$ cat config.mk
export PLATFORM = sky130hd
export DESIGN_NAME = ysyx_22041071_regfile_sb
export DESIGN_NICKNAME = d
export VERILOG_FILES = /design/src/rtl/ysyx_22041071_regfile_sb.sv
export SDC_FILE = /design/constraint.sdc
export NUM_CORES = 2
export LEC_CHECK = 0
export BUFFER_PORTS_ARGS = -buffer_cell sky130_fd_sc_hd__buf_4
export CORE_UTILIZATION = 40
export CTS_CLUSTER_SIZE = 8
export DETAILED_ROUTE_END_ITERATION = 7
export MAX_ROUTING_LAYER = met4
export SLEW_MARGIN = 20
export SYNTH_ARGS = -nofsm -noshare
export SYNTH_HDL_FRONTEND = slang
export SYNTH_SLANG_ARGS = --single-unit
$ cat constraint.sdc
create_clock -name clk -period 7.4 [get_ports clk]
set_input_delay 1.48 -clock clk [delete_from_list [all_inputs] [get_ports clk]]
set_output_delay 1.48 -clock clk [all_outputs]
set_load 0.01 [all_outputs]
$ cat src/rtl/ysyx_22041071_regfile_sb.sv
// Integer register file with write-back scoreboard: WB writes, two bypassed read ports, RAW tracking, commit record.
// Latency: reads, busy and iss_stall are combinational; register write and commit record appear one cycle after wb fire.
// Backpressure: wb_ready is low only across reset; issue is held via iss_stall while a destination has 3 writers in flight.
module ysyx_22041071_regfile_sb #(
    parameter int DATA_W = 64,
    parameter int ADDR_W = 64,
    parameter int INS_W  = 32,
    parameter int CNT_W  = 2
) (
    input  logic              clk,
    input  logic              reset,
    input  logic              wb_valid,
    output logic              wb_ready,
    input  logic [ADDR_W-1:0] wb_pc,
    input  logic [INS_W-1:0]  wb_ins,
    input  logic              wb_w_en,
    input  logic [4:0]        wb_rd,
    input  logic [DATA_W-1:0] wb_data,
    input  logic [4:0]        rs1_addr,
    input  logic [4:0]        rs2_addr,
    output logic [DATA_W-1:0] rs1_data,
    output logic [DATA_W-1:0] rs2_data,
    output logic              rs1_busy,
    output logic              rs2_busy,
    input  logic              iss_valid,
    input  logic              iss_w_en,
    input  logic [4:0]        iss_rd,
    output logic              iss_stall,
    output logic              commit_valid,
    output logic [ADDR_W-1:0] commit_pc,
    output logic [INS_W-1:0]  commit_ins,
    output logic [63:0]       commit_cnt
);

    localparam logic [CNT_W-1:0] CNT_MAX = '1;
    localparam logic [CNT_W-1:0] CNT_ONE = CNT_W'(1);

    logic [DATA_W-1:0] regs    [32];
    logic [CNT_W-1:0]  cnt     [32];
    logic [CNT_W-1:0]  cnt_nxt [32];

    logic wb_fire;
    logic wr_en;
    logic iss_wr;
    logic inc_en;

    assign wb_fire = wb_valid & wb_ready;
    // A retire that actually writes an architectural register (x0 excluded).
    assign wr_en   = wb_fire & wb_w_en & (wb_rd != 5'd0);
    assign iss_wr  = iss_valid & iss_w_en & (iss_rd != 5'd0);

    // A saturated counter blocks issue unless a writer to the same register retires this cycle.
    assign iss_stall = iss_wr & (cnt[iss_rd] == CNT_MAX) & !(wr_en & (wb_rd == iss_rd));
    assign inc_en    = iss_wr & !iss_stall;

    // Busy clears early when the last outstanding writer retires this cycle; data then comes from bypass.
    assign rs1_busy = (rs1_addr != 5'd0) & (cnt[rs1_addr] != '0)
                    & !((cnt[rs1_addr] == CNT_ONE) & wr_en & (wb_rd == rs1_addr));
    assign rs2_busy = (rs2_addr != 5'd0) & (cnt[rs2_addr] != '0)
                    & !((cnt[rs2_addr] == CNT_ONE) & wr_en & (wb_rd == rs2_addr));

    // Read port 1: x0 is hardwired zero, same-cycle write data wins over stored value.
    always_comb begin
        rs1_data = regs[rs1_addr];
        if (rs1_addr == 5'd0) begin
            rs1_data = '0;
        end else if (wr_en && (wb_rd == rs1_addr)) begin
            rs1_data = wb_data;
        end
    end

    // Read port 2: same rules as port 1.
    always_comb begin
        rs2_data = regs[rs2_addr];
        if (rs2_addr == 5'd0) begin
            rs2_data = '0;
        end else if (wr_en && (wb_rd == rs2_addr)) begin
            rs2_data = wb_data;
        end
    end

    // Next in-flight count per register: issue and retire on the same register cancel; retire never wraps below 0.
    always_comb begin
        for (int r = 0; r < 32; r++) begin
            cnt_nxt[r] = cnt[r];
            if (r != 0) begin
                if (inc_en && (iss_rd == 5'(r)) && !(wr_en && (wb_rd == 5'(r)))) begin
                    cnt_nxt[r] = cnt[r] + CNT_ONE;
                end else if (wr_en && (wb_rd == 5'(r)) && !(inc_en && (iss_rd == 5'(r)))
                             && (cnt[r] != '0)) begin
                    cnt_nxt[r] = cnt[r] - CNT_ONE;
                end
            end
        end
    end

    // Architectural state and scoreboard counters.
    always_ff @(posedge clk) begin
        if (reset) begin
            for (int r = 0; r < 32; r++) begin
                regs[r] <= '0;
                cnt[r]  <= '0;
            end
        end else begin
            if (wr_en) begin
                regs[wb_rd] <= wb_data;
            end
            for (int r = 0; r < 32; r++) begin
                cnt[r] <= cnt_nxt[r];
            end
        end
    end

    // Handshake ready and the per-instruction commit record for difftest.
    always_ff @(posedge clk) begin
        if (reset) begin
            wb_ready     <= 1'b0;
            commit_valid <= 1'b0;
            commit_pc    <= '0;
            commit_ins   <= '0;
            commit_cnt   <= '0;
        end else begin
            wb_ready     <= 1'b1;
            commit_valid <= wb_fire;
            if (wb_fire) begin
                commit_pc  <= wb_pc;
                commit_ins <= wb_ins;
                commit_cnt <= commit_cnt + 64'd1;
            end
        end
    end

`ifndef SYNTHESIS
    // Report a retire to a register that has no writer on record.
    always @(posedge clk) begin
        if (!reset && wr_en && (cnt[wb_rd] == '0) && !(inc_en && (iss_rd == wb_rd))) begin
            $display("regfile_sb: scoreboard underflow on x%0d", wb_rd);
        end
    end
`endif

endmodule
* Word-level counts from Yosys, hierarchy flattened
Memory sizes are Yosys's and may differ from the RTL's. Cells that the tools add are included.
Cells by class: reduce and logical (&&, ||, !) cells 264, add/sub/neg operators 63, equality and inequality tests 69, muxes and demuxes 107, bitwise operators 49
Operators by type and width (count):
- 64-bit two-way mux | 5
- 2-bit two-way mux | 94
- 5-bit == test (second input constant) | 32
- 1-bit logical AND | 157
- 5-bit by 4-bit == test with 1-bit output (second input constant) | 16
- 1-bit zero test | 66
- 2-bit nonzero test | 33
- 64-bit by 1-bit adder with 64-bit output (second input constant) | 1
- 64-bit OR reduction | 1
- 2-bit by 1-bit adder with 2-bit output (second input constant) | 31
- 2-bit by 1-bit subtractor with 2-bit output (second input constant) | 31
- 5-bit by 3-bit == test with 1-bit output (second input constant) | 8
- 1-bit OR | 32
- 5-bit by 2-bit == test with 1-bit output (second input constant) | 4
- 5-bit nonzero test | 4
- 1-bit bitwise AND | 17
- 5-bit == test | 3
- 5-bit by 1-bit == test with 1-bit output (second input constant) | 2
- 5-bit zero test | 2
- 1-bit two-way mux | 7
- 5-bit two-way mux | 1
- 2-bit by 1-bit == test with 1-bit output (second input constant) | 2
- 2-bit == test (second input constant) | 1
- 2-bit AND reduction | 1
- 0-bit inequality test | 1
Word-level totals: bits in writable memories 2112, bits of input ports 186, word-level logic and storage cells 559, bits in registers 162, memories 2
Memory list:
- regs | depth 32, width 64, read ports 2, clocked after Yosys merged registers in 0, wr ports 32, line 38 | logic [DATA_W-1:0] regs [32];
- cnt | depth 32, width 2, read ports 34, clocked after Yosys merged registers in 0, wr ports 32, line 39 | logic [CNT_W-1:0] cnt [32];

* Logic depth before layout (Yosys ltp)
word-level depth 15, gate-level depth with buffers 13, mapped depth without buffers 9

* Worst setup path after synthesis
No wires, ideal clock.
path kind input to register, start point in wb_valid, end point mem regs[9][0], enable pin, path slack -65 ps, setup time 574 ps, data required time 6826 ps, data arrival time 6891 ps, path buffers 1, cell stages on the path 6, cells stage by stage and2_1 > clkbuf_1 > nand2_1 > nor2_1 > nand2_1 > o21ai_0
RTL lines:
- start, declared | line 12 | input logic wb_valid,
- end, declared | line 38

* Worst setup path in the final report
start point in rs2_addr[0], end point out rs2_data[62]
Between the ends: longest elaborated chain between the ends 4
Ends and longest elaborated chain:
- start, declared | line 20 | input logic [4:0] rs2_addr,
- branches (longest 3 deep; another with memory 32 x 64 bit)
- 64-bit two-way mux * | line 75 | if (rs2_addr == 5'd0) begin
- end, declared | line 22 | output logic [DATA_W-1:0] rs2_data,
Mark *: on every way between the ends.

==> out/qor.yml <==
core_area_um2: 300000
yosys_warnings: 0
critical-path-slowest-cell: "a211oi_1"
cts.sinks: 2272
status: "complete, no violations"
grt_antenna_before_repair: 62
clock_latency_ps: 890
num-fill-cells: 25700
synth-seq-cells: 2272
cts_resized: 0
drv_cap: 0
syn_avg_cell_area_um2: 14.6
viasPerCell: 6.65
drcViolationCount: 0
wl_um: 480000
required_ps: 5920
hpwl_um: 260000
rows: 201
skew_ps: 62.3
critPathMaxFanout: 44
path_class: "input pin to output pin"
synth_seq_area_share_pct: 54.8
die-area_um2: 303000
portBuffers: 478
max_slew_margin_pct: 15.4
vias: 83800
post_drt_wl_per_cell_um: 38.2
cts_tree: "yes"
finalSetupViolCount: 0
cpLargestDelayFamily: "buffers and inverters"
cts-root-buf: "clkbuf_16"
synth_flop_cell: "edfxtp_1"
min_path_type: "flop to flop"
cp_common_cell: "buf_4"
slew_violations: 0
finalWeightedCongestion: 0.871
clockBufferDepth: 4
postRouteAntennaNets: 0
synth_edf_count: 2048
min_period_ps: 6330
r2r_start: "wb_ready"
postCtsSetupBuffers: 0
fin_total_pwr_uw: 31600
max_slew.worst_pin.slew_ps: 1260
endpoint_kind: "output pin"
async_reset_ff_share_pct: 0
drt_pass1_iterations: 6
numCtsBuffers: 327
die_x_um: 551
slowest_delay_ps: 820
syn_area_um2: 120000
clk_transition_reported_paths_ps: 50
die_y_um: 551
ir_drop_v: 0.000209
grt-ovfl-total: 0
drt_iter0_markers: 14600
initial_core_util_pct: 40.2
yosysUniqueCellTypes: 62
startpoint_type: "input pin"
crit_buf_inv: 6
fmax_mhz: 158
h-tree-depth: 5
hold_viol_final: 0
grt.total_usage_pct: 32.1
cts_hold_buf: 0
path_cells: "buf_8 > buf_12 > xnor2_1 > nand4_1 > buf_12 > buf_4 > a211oi_1 > buf_4 > buf_4"
layout-drive-gt1-share_pct: 28.3
cp.arrival_ps: 4850
p_leak_uw: 0.0511
grt_pass1_vias: 81900
grt_pass1_wl_um: 654000
finalCritPeriodShare_pct: 85.5
io_pins: 479
p_per_area_nw_per_um2: 228
syn_to_final_growth_pct: 14.9
min_from: "commit_pc[54]"
syn_inst: 8256
fin_tns_setup_ps: 0
grt_setup_unrepaired: "false"
nets: 8711
grt_max_degree: 100
critPathLaunch: "rs2_addr[0]"
## area by class of cell
cell class | instances | area [um2] | area share [%]
tap | 3958 | 4950 | 3.58
timing repair buffer | 754 | 6800 | 4.92
clock buffer | 358 | 8500 | 6.14
clock inverter | 18 | 221 | 0.160
antenna | 62 | 155 | 0.112
sequential | 2272 | 66000 | 47.7
inverter | 10 | 50.0 | 0.0362
multi-input combinational | 5159 | 51700 | 37.4
## worst reg2reg max path, stage by stage (launching register included)
cell,delay (ps)
dfxtp_1,390
and2_2,200
nand2_1,230
nor3_1,470
nand3_1,510
nand2_4,890
buf_4,720
## flip-flops by register name (all words and copies together) (netlist names)
name	flops
regs	2048
commit_cnt	64
commit_pc	64
cnt	62
commit_ins	32
commit_valid	1
wb_ready	1
## cell families after synthesis
kind of cell / synth area share, %
and+or+nand+nor: 13.7
DFF: 54.8
muxes: 24.4
buffers and inverters: 2.89
AOI/OAI and AO/OA: 3.62
xor gates and xnor gates: 0.560
adders and majority gates: 0.0104
other: 0.00311
## worst paths after layout
path	to	slack, ps	cells after the start
worst max register to register	regs[11][56]	3550	6
worst min-delay path	commit_pc[54]	450	2
worst max-delay path	rs2_data[62]	1070	9
worst min register to register	commit_pc[54]	450	2
## stage by stage
| step | util, % | area [um2] | instances | setup WS [ps] | hold WS (ps) |
|---|---|---|---|---|---|
| CTS | 46.1 | 138000 | 12500 | 1140 | 454 |
| detailed placement | 43.2 | 129000 | 12200 | 1150 | 447 |
| finish | 46.2 | 138000 | 12600 | 1070 | 452 |
| floorplan | - | 121000 | 8319 | 204 | 475 |
| global route | 46.2 | 138000 | 12600 | 1030 | 468 |
| global placement | 43.2 | 129000 | 12200 | 984 | 444 |
## per-layer routing
layer / wire, um / up-vias / track usage [%]
li1: - / 32100 / -
met1: 165000 / 43300 / 39.5
met2: 227000 / 6889 / 49.5
met3: 62400 / 1401 / 7.65
met4: 26900 / 0 / 16.2
met5: 0 / - / -
## cells in the mapped netlist, drive strengths merged (13+ instances only)
library cell | count | share of area [%]
nor2 | 248 | 0.77
buf | 194 | 0.73
xnor2 | 31 | 0.23
a221oi | 54 | 0.41
nor3 | 48 | 0.23
a211oi | 176 | 1.1
o21a | 20 | 0.12
nand3 | 36 | 0.15
and2 | 1807 | 9.4
a21oi | 214 | 0.89
o22ai | 51 | 0.27
o21ai | 74 | 0.31
mux4 | 1162 | 22
o221ai | 22 | 0.16
xor2 | 46 | 0.33
nor2b | 28 | 0.15
nand2b | 45 | 0.23
o211ai | 26 | 0.16
nor4 | 13 | 0.094
mux2 | 62 | 0.58
edfxtp | 2048 | 51
and4 | 13 | 0.095
nand2 | 366 | 1.1
clkbuf | 684 | 2.1
and3 | 223 | 1.2
dfxtp | 224 | 3.7
or3 | 15 | 0.078
mux2i | 255 | 2.1
## placed cells by master (no fill, tap or decap), types with 63 or more instances in the layout
master,synthesis,routed
a211oi_1,176,174
a21oi_1,214,214
and2_1,1805,1804
and3_1,223,222
buf_12,0,82
buf_4,3,659
clkbuf_16,0,336
conb_1,1,64
dfxtp_1,224,224
edfxtp_1,2048,2048
mux2i_1,255,255
mux4_2,1162,1162
nand2_1,366,338
nor2_1,248,223
o21ai_0,73,63
## where the power goes
part,internal [uW],switching [uW],leakage [uW]
clock,8010,5580,0.00428
sequential,14300,177,0.0238
combinational,1310,2160,0.0230
total,23600,7910,0.0511
(Power assumes the default switching activity.)
